**src/rtl/id_ex_stage.sv**
```systemverilog
// ID/EX pipeline register with stall/flush, EX/MEM and MEM/WB operand forwarding, and load-use detection.
// Optional feature macro: FORWARDING_EN (undefined -> operands come from the registered register-file values only).
module id_ex_stage #(
    parameter int BITS_SIZE  = 32,
    parameter int BITS_SHAMT = 5,
    parameter int BITS_REG   = 5,
    parameter int BITS_FUNCT = 6
) (
    input  logic                  i_clk,
    input  logic                  i_rst_n,
    input  logic                  i_valid,
    input  logic                  i_stall,
    input  logic                  i_flush,
    input  logic [BITS_SIZE-1:0]  i_data_a,
    input  logic [BITS_SIZE-1:0]  i_data_b,
    input  logic [BITS_SIZE-1:0]  i_imm,
    input  logic [BITS_SHAMT-1:0] i_shamt,
    input  logic [BITS_FUNCT-1:0] i_funct,
    input  logic [BITS_REG-1:0]   i_rs,
    input  logic [BITS_REG-1:0]   i_rt,
    input  logic [BITS_REG-1:0]   i_rd,
    input  logic                  i_alu_src,
    input  logic                  i_flag_shamt,
    input  logic                  i_reg_dst,
    input  logic                  i_reg_write,
    input  logic                  i_mem_read,
    input  logic                  i_mem_write,
    input  logic                  i_mem_to_reg,
    input  logic                  i_exmem_reg_write,
    input  logic [BITS_REG-1:0]   i_exmem_rd,
    input  logic [BITS_SIZE-1:0]  i_exmem_result,
    input  logic                  i_memwb_reg_write,
    input  logic [BITS_REG-1:0]   i_memwb_rd,
    input  logic [BITS_SIZE-1:0]  i_memwb_result,
    output logic                  o_valid,
    output logic [BITS_SIZE-1:0]  o_alu_a,
    output logic [BITS_SIZE-1:0]  o_alu_b,
    output logic [BITS_SHAMT-1:0] o_alu_shamt,
    output logic                  o_flag_shamt,
    output logic [BITS_FUNCT-1:0] o_alu_op,
    output logic [BITS_SIZE-1:0]  o_store_data,
    output logic [BITS_REG-1:0]   o_write_reg,
    output logic                  o_reg_write,
    output logic                  o_mem_read,
    output logic                  o_mem_write,
    output logic                  o_mem_to_reg,
    output logic                  o_load_use
);

    logic                  valid_q,      valid_d;
    logic [BITS_SIZE-1:0]  data_a_q,     data_a_d;
    logic [BITS_SIZE-1:0]  data_b_q,     data_b_d;
    logic [BITS_SIZE-1:0]  imm_q,        imm_d;
    logic [BITS_SHAMT-1:0] shamt_q,      shamt_d;
    logic [BITS_FUNCT-1:0] funct_q,      funct_d;
    logic [BITS_REG-1:0]   rs_q,         rs_d;
    logic [BITS_REG-1:0]   rt_q,         rt_d;
    logic [BITS_REG-1:0]   write_reg_q,  write_reg_d;
    logic                  alu_src_q,    alu_src_d;
    logic                  flag_shamt_q, flag_shamt_d;
    logic                  reg_write_q,  reg_write_d;
    logic                  mem_read_q,   mem_read_d;
    logic                  mem_write_q,  mem_write_d;
    logic                  mem_to_reg_q, mem_to_reg_d;

    // Flush beats stall so a held instruction can be discarded into a bubble.
    always_comb begin
        valid_d      = valid_q;
        data_a_d     = data_a_q;
        data_b_d     = data_b_q;
        imm_d        = imm_q;
        shamt_d      = shamt_q;
        funct_d      = funct_q;
        rs_d         = rs_q;
        rt_d         = rt_q;
        write_reg_d  = write_reg_q;
        alu_src_d    = alu_src_q;
        flag_shamt_d = flag_shamt_q;
        reg_write_d  = reg_write_q;
        mem_read_d   = mem_read_q;
        mem_write_d  = mem_write_q;
        mem_to_reg_d = mem_to_reg_q;
        if (i_flush) begin
            valid_d      = 1'b0;
            data_a_d     = '0;
            data_b_d     = '0;
            imm_d        = '0;
            shamt_d      = '0;
            funct_d      = '0;
            rs_d         = '0;
            rt_d         = '0;
            write_reg_d  = '0;
            alu_src_d    = 1'b0;
            flag_shamt_d = 1'b0;
            reg_write_d  = 1'b0;
            mem_read_d   = 1'b0;
            mem_write_d  = 1'b0;
            mem_to_reg_d = 1'b0;
        end else if (!i_stall) begin
            valid_d      = i_valid;
            data_a_d     = i_data_a;
            data_b_d     = i_data_b;
            imm_d        = i_imm;
            shamt_d      = i_shamt;
            funct_d      = i_funct;
            rs_d         = i_rs;
            rt_d         = i_rt;
            write_reg_d  = i_reg_dst ? i_rd : i_rt;
            alu_src_d    = i_valid & i_alu_src;
            flag_shamt_d = i_valid & i_flag_shamt;
            reg_write_d  = i_valid & i_reg_write;
            mem_read_d   = i_valid & i_mem_read;
            mem_write_d  = i_valid & i_mem_write;
            mem_to_reg_d = i_valid & i_mem_to_reg;
        end
    end

    always_ff @(posedge i_clk or negedge i_rst_n) begin
        if (!i_rst_n) begin
            valid_q      <= 1'b0;
            data_a_q     <= '0;
            data_b_q     <= '0;
            imm_q        <= '0;
            shamt_q      <= '0;
            funct_q      <= '0;
            rs_q         <= '0;
            rt_q         <= '0;
            write_reg_q  <= '0;
            alu_src_q    <= 1'b0;
            flag_shamt_q <= 1'b0;
            reg_write_q  <= 1'b0;
            mem_read_q   <= 1'b0;
            mem_write_q  <= 1'b0;
            mem_to_reg_q <= 1'b0;
        end else begin
            valid_q      <= valid_d;
            data_a_q     <= data_a_d;
            data_b_q     <= data_b_d;
            imm_q        <= imm_d;
            shamt_q      <= shamt_d;
            funct_q      <= funct_d;
            rs_q         <= rs_d;
            rt_q         <= rt_d;
            write_reg_q  <= write_reg_d;
            alu_src_q    <= alu_src_d;
            flag_shamt_q <= flag_shamt_d;
            reg_write_q  <= reg_write_d;
            mem_read_q   <= mem_read_d;
            mem_write_q  <= mem_write_d;
            mem_to_reg_q <= mem_to_reg_d;
        end
    end

    logic [BITS_SIZE-1:0] fwd_a;
    logic [BITS_SIZE-1:0] fwd_b;

`ifdef FORWARDING_EN
    logic exmem_hit_a, exmem_hit_b, memwb_hit_a, memwb_hit_b;

    // $0 is hardwired zero, so a write targeting it must never be forwarded.
    assign exmem_hit_a = i_exmem_reg_write && (i_exmem_rd != '0) && (i_exmem_rd == rs_q);
    assign exmem_hit_b = i_exmem_reg_write && (i_exmem_rd != '0) && (i_exmem_rd == rt_q);
    assign memwb_hit_a = i_memwb_reg_write && (i_memwb_rd != '0) && (i_memwb_rd == rs_q);
    assign memwb_hit_b = i_memwb_reg_write && (i_memwb_rd != '0) && (i_memwb_rd == rt_q);

    always_comb begin
        fwd_a = data_a_q;
        if (exmem_hit_a)      fwd_a = i_exmem_result;
        else if (memwb_hit_a) fwd_a = i_memwb_result;
        fwd_b = data_b_q;
        if (exmem_hit_b)      fwd_b = i_exmem_result;
        else if (memwb_hit_b) fwd_b = i_memwb_result;
    end
`else
    logic unused_fwd_inputs;

    assign unused_fwd_inputs = ^{i_exmem_reg_write, i_exmem_rd, i_exmem_result,
                                 i_memwb_reg_write, i_memwb_rd, i_memwb_result};
    assign fwd_a = data_a_q;
    assign fwd_b = data_b_q;
`endif

    assign o_valid      = valid_q;
    assign o_alu_a      = fwd_a;
    assign o_alu_b      = alu_src_q ? imm_q : fwd_b;
    assign o_store_data = fwd_b;
    assign o_alu_shamt  = shamt_q;
    assign o_flag_shamt = flag_shamt_q;
    assign o_alu_op     = funct_q;
    assign o_write_reg  = write_reg_q;
    assign o_reg_write  = reg_write_q;
    assign o_mem_read   = mem_read_q;
    assign o_mem_write  = mem_write_q;
    assign o_mem_to_reg = mem_to_reg_q;

    assign o_load_use = valid_q && mem_read_q && (write_reg_q != '0) && i_valid &&
                        ((write_reg_q == i_rs) || (write_reg_q == i_rt));

endmodule

```
**config.mk**
```make
export PLATFORM = sky130hd
export DESIGN_NAME = id_ex_stage
export DESIGN_NICKNAME = d
export VERILOG_FILES = /design/src/rtl/id_ex_stage.sv
export SDC_FILE = /design/constraint.sdc
export NUM_CORES = 1
export LEC_CHECK = 0
export BUFFER_PORTS_ARGS = -buffer_cell sky130_fd_sc_hd__buf_2
export CAP_MARGIN = 10
export CORE_AREA = 2 2 129 131
export CTS_CLUSTER_SIZE = 20
export DETAILED_ROUTE_END_ITERATION = 8
export DIE_AREA = 0 0 131 133
export PLACE_DENSITY = 0.71
export REMOVE_ABC_BUFFERS = 1
export SETUP_SLACK_MARGIN = 0.2
export SLEW_MARGIN = 20
export SYNTH_ARGS = -nofsm -noshare
export SYNTH_HDL_FRONTEND = slang
export SYNTH_SLANG_ARGS = --single-unit
```
**constraint.sdc**
```tcl
create_clock -name i_clk -period 1.77 [get_ports i_clk]
set_input_delay 0.177 -clock i_clk [delete_from_list [all_inputs] [get_ports i_clk]]
set_output_delay 0.177 -clock i_clk [all_outputs]
set_load 0.03 [all_outputs]
```
# ---- Yosys cells after proc, flatten, opt, wreduce, memory -nomap -nowiden
# Index checks and enable logic that the tools add are counted.
dict set report totals {
  reg_bits 119
  inputBits 210
  out_inout_bits 119
  word_cells 56
}
dict set report op_classes {
  eq_ne 3
  mux 28
  bitwise_logic 6
  reduce_logical 6
}
# cell n
set op_table {}
lappend op_table {{$mux W32} 7}
lappend op_table {{$mux W5} 5}
lappend op_table {{$mux W1} 14}
lappend op_table {{$mux W6} 2}
lappend op_table {{$eq A5 B5 Y1} 2}
lappend op_table {{$and A1 B1 Y1} 6}
lappend op_table {{$reduce_bool A5 Y1} 1}
lappend op_table {{$logic_and A1 B1 Y1} 4}
lappend op_table {{$ne A2 B1 Y1 const B} 1}
lappend op_table {{$logic_or A1 B1 Y1} 1}

# ---- Longest topological paths before layout
dict set report depth {
  depth_word 4
  depth_mapped 5
  mapped_depth_nobuf 4
}

# ---- Worst setup path before layout
# No wires, ideal clock.
dict set report synth_timing {
  path_type {reg-to-output}
  startpoint {reg write_reg_q[0] (netlist: o_write_reg[0])}
  endpoint {out o_load_use}
  arrival_time_ns 1.483
  t_required_ns 1.593
  slack_ns 0.110
  stages_incl_launch_ff 5
  n_path_buf 0
  path_cell_list {dfrtp_1 > xor2_1 > nor3_1 > nand3_1 > a21oi_1}
}
dict set report synth_via {
  elab_chain_cells 4
  elab_cells_between_ends 7
  classes_between {2 x eq/ne; 5 x reduce/logical}
}
# item line
set synth_lines {}
lappend synth_lines {{start: declaration} 58} ;# logic [BITS_REG-1:0] write_reg_q, write_reg_d;
lappend synth_lines {{start signal: assignment} 144} ;# write_reg_q <= write_reg_d;
lappend synth_lines {{$reduce_bool A5 Y1} 196} ;# assign o_load_use = valid_q && mem_read_q && (write_reg_q != '0) && i_valid &&
lappend synth_lines {{$logic_and A1 B1 Y1 (2 in a row)} 196}
lappend synth_lines {{$logic_and A1 B1 Y1 (*)} 196}
lappend synth_lines {{end: declaration} 47} ;# output logic o_load_use
# Mark *: on every way between the ends. The rest lies on a longest branch, timed or not.

# ---- Final worst setup path
dict set report layout_timing {
  startpoint {reg write_reg_q[1] (netlist: o_write_reg[1])}
  endpoint {out o_load_use}
}
# Same word-level chain as after synthesis.

==> metrics.txt <==
RR Startpoint=alu_src_q; die area=0.0174 mm²; drt pass-1 iters=4; Total Routed Length=between 10000 and 15000 µm; number of antenna violations at the first check in global routing=0; DR iter-0 viols=approximately 120; htree depth=4; first-pass GRT wire length=roughly 22000 µm; CTS tree=done; Yosys top cell area share=56.1%; post-route minimum period=around 1.9 ns; total vias in the final route=about 4400; failing checks=setup timing; WHS=0.0199 ns; Seq pwr share=between 30% and 40%; Synth Area per Inst=11.8 µm²; commonest non-fill, non-tap cell in the layout=buf_2; vias in the first global route=4452; Worst-Margin Slew=0.538 ns; Worst Hold Launch=i_data_a[6]; synthesis-stage register bit count=119; count of different cell masters after synthesis=17; PortBufs=~250; final RePlAce weighted congestion=0.756; Vias/cell=around 4.6; WP data arrival=between 1.5 and 2 ns; Worst Setup Start Kind=register; Num Clock Sinks=between 100 and 150; Comb power frac=between 10% and 20%; largest family of logic cells by synthesized area=multiplexers; status=complete, but fails checks; post-synth top area cell=dfrtp_1; DP HPWL=9190 µm; leak pwr=between 4 and 5 nW; worst skew pair latency=0.40 ns; row cnt=47; sequential area share after synthesis=a little under three fifths; Worst Reg2Reg Path Length in Cells=5; RSZ-0062 raised after global routing=true; CP Capture Type=output port; Synth Cell Area=between 0.005 and 0.006 mm²; initial core utilization=approximately a third; Clock Power Share=about 46%; Critical R2R Capture=alu_src_q; fmax=531 MHz; core area=roughly 0.016 mm²; Sw Pwr=between 2 and 2.5 mW; Sw Ratio=about a quarter; maximum clock path buffer count=2; max_cap viols=0; I/O Pins=~330; synth top area cells=dfrtp_1 (56%), mux2i_1 (21%), nor2_1 (8.8%), mux2_2 (6.8%), buf_2 (1.1%); Core Util, Final=50.7%; Yosys Warn Count=0; n_diodes=0; Syn Inst Count=450; Final ANT Viol Nets=0; XOR/XNOR share of the synthesized area=under 10%; Post-Synth Simple-Gate Area=a little under a tenth; largest net degree at the start of global routing=between 100 and 150; Die H=~130 µm; Hold EP=o_alu_a[6]; critical path peak fanout=2; Reg clk slew, reported paths=about 0.05 ns; Die W=between 100 and 150 µm; Final setup violation count=22; Nets=between 900 and 1000; flop2flop setup slack=just over 0.6 ns; hold path cells=3; multiplexer area fraction after synthesis=27.9%; P&R area growth vs syn=54.5%; Overflow after GRT=0; clock root buffer=clkbuf_16; worst hold-check path type=input pin to register; Worst EP required=1.59 ns; total power per unit cell area=slightly below 1000 mW/mm²; commonest cells after routing, fill and taps aside=buf_2 (216), nor2_1 (124), dfrtp_1 (118); peak supply drop=0.000535 V; relative slew slack=between 60 and 70%; share of cells above drive strength 1=a little under half; setup ws final=-0.112 ns; Internal Power=roughly 6.0 mW; CTS buffer count=17; wire length per cell=about 15 µm; Max Slew Vio Count=0; Synth Area in Compound Gates=between 1.5 and 2%; worst setup path category=register to output port; Post-Route Skew=0 ns; DRC=0; final hold vios=0; global-route total usage across every layer=between 10% and 20%; post-route clock period utilization=106%; post-synthesis adder-cell area fraction=0%
==> power by group through the flow <==
stage	clock, mW	sequential [mW]	combinational (mW)
finish	3.67	2.97	1.38
global route	3.91	2.99	1.48
CTS	3.78	2.97	1.39
detailed placement	0	3.01	1.22
global placement	0	3.01	1.21
floorplan	0	3.23	0.417
==> stage by stage <==
step | area, µm² | cells | total power [mW] | setup WS, ns | TNS [ns]
after global routing | 8200 | 967 | 8.38 | -0.180 | -2.06
after global placement | 6900 | 905 | 4.22 | 0.236 | 0
after CTS | 8180 | 966 | 8.14 | -0.139 | -1.30
after floorplan | 5130 | 417 | 3.65 | 0.110 | 0
after detailed placement | 6900 | 905 | 4.23 | 0.163 | 0
final | 8200 | 967 | 8.02 | -0.112 | -0.813
==> worst max-delay path, stage by stage, from the launching register on <==
cell,delay (ns)
dfrtp_1,0.38
or4_4,0.54
o2111ai_2,0.20
a21oi_2,0.06
buf_6,0.14
==> worst max path at each step <==
| stage | from | endpoint | slack, ns | cells past startpoint |
|---|---|---|---|---|
| 6_report | o_write_reg[1] | o_load_use | -0.11 | 4 |
| 2_1_floorplan | o_write_reg[0] | o_load_use | 0.11 | 4 |
| 4_1_cts | o_write_reg[1] | o_load_use | -0.14 | 4 |
| 5_1_grt | o_write_reg[1] | o_load_use | -0.18 | 4 |
| 3_5_place_dp | o_write_reg[1] | o_load_use | 0.16 | 4 |
| 3_3_place_gp | o_write_reg[1] | o_load_use | 0.24 | 4 |
==> kinds of logic after synthesis <==
family / after synthesis
AO/OA/AOI/OAI: 14
flip-flops: 119
buffers and inverters: 33
AND/OR/NAND/NOR: 130
multiplexers: 144
XOR/XNOR: 10
==> cell usage after synthesis <==
cell type  count
a21oi_1        7
buf_4          2
nor3_1         2
buf_6          4
dfrtp_1      119
or4_1          1
a22oi_1        6
clkbuf_1      15
nor2_1       124
nor2b_1        1
xor2_1         6
mux2i_1      112
mux2_2        32
buf_2         12
nand3_1        2
o2111ai_1      1
xnor2_1        4
==> repair_timing <==
action                                  in CTS  in global routing
hold endpoints to repair                   134                  0
gates resized for setup                     96                  0
buffers inserted                            10                  0
endpoints found under the setup margin      33                 33
gates cloned                                 3                  1
pin swaps                                    0                  2
hold buffers                                16                  0
==> per-layer routing <==
metal  part of all wire, %  wire (µm)  up-vias  GRT usage, %
met5                     0          0        -             0
met4                   2.1        291        0          5.85
met3                   5.4        765       21          4.49
met2                    51       7280      152          27.7
li1                      -          -     2092             -
met1                    41       5850     2136          19.3
==> cell type report <==
cell class	instances	area (µm²)
Multi-Input combinational cell	298	2230
Clock buffer	24	492
Clock inverter	8	143
Fill cell	1456	7970
Tap cell	220	275
Sequential cell	119	2980
Timing Repair Buffer	298	2080
(Power assumes the default switching activity.)
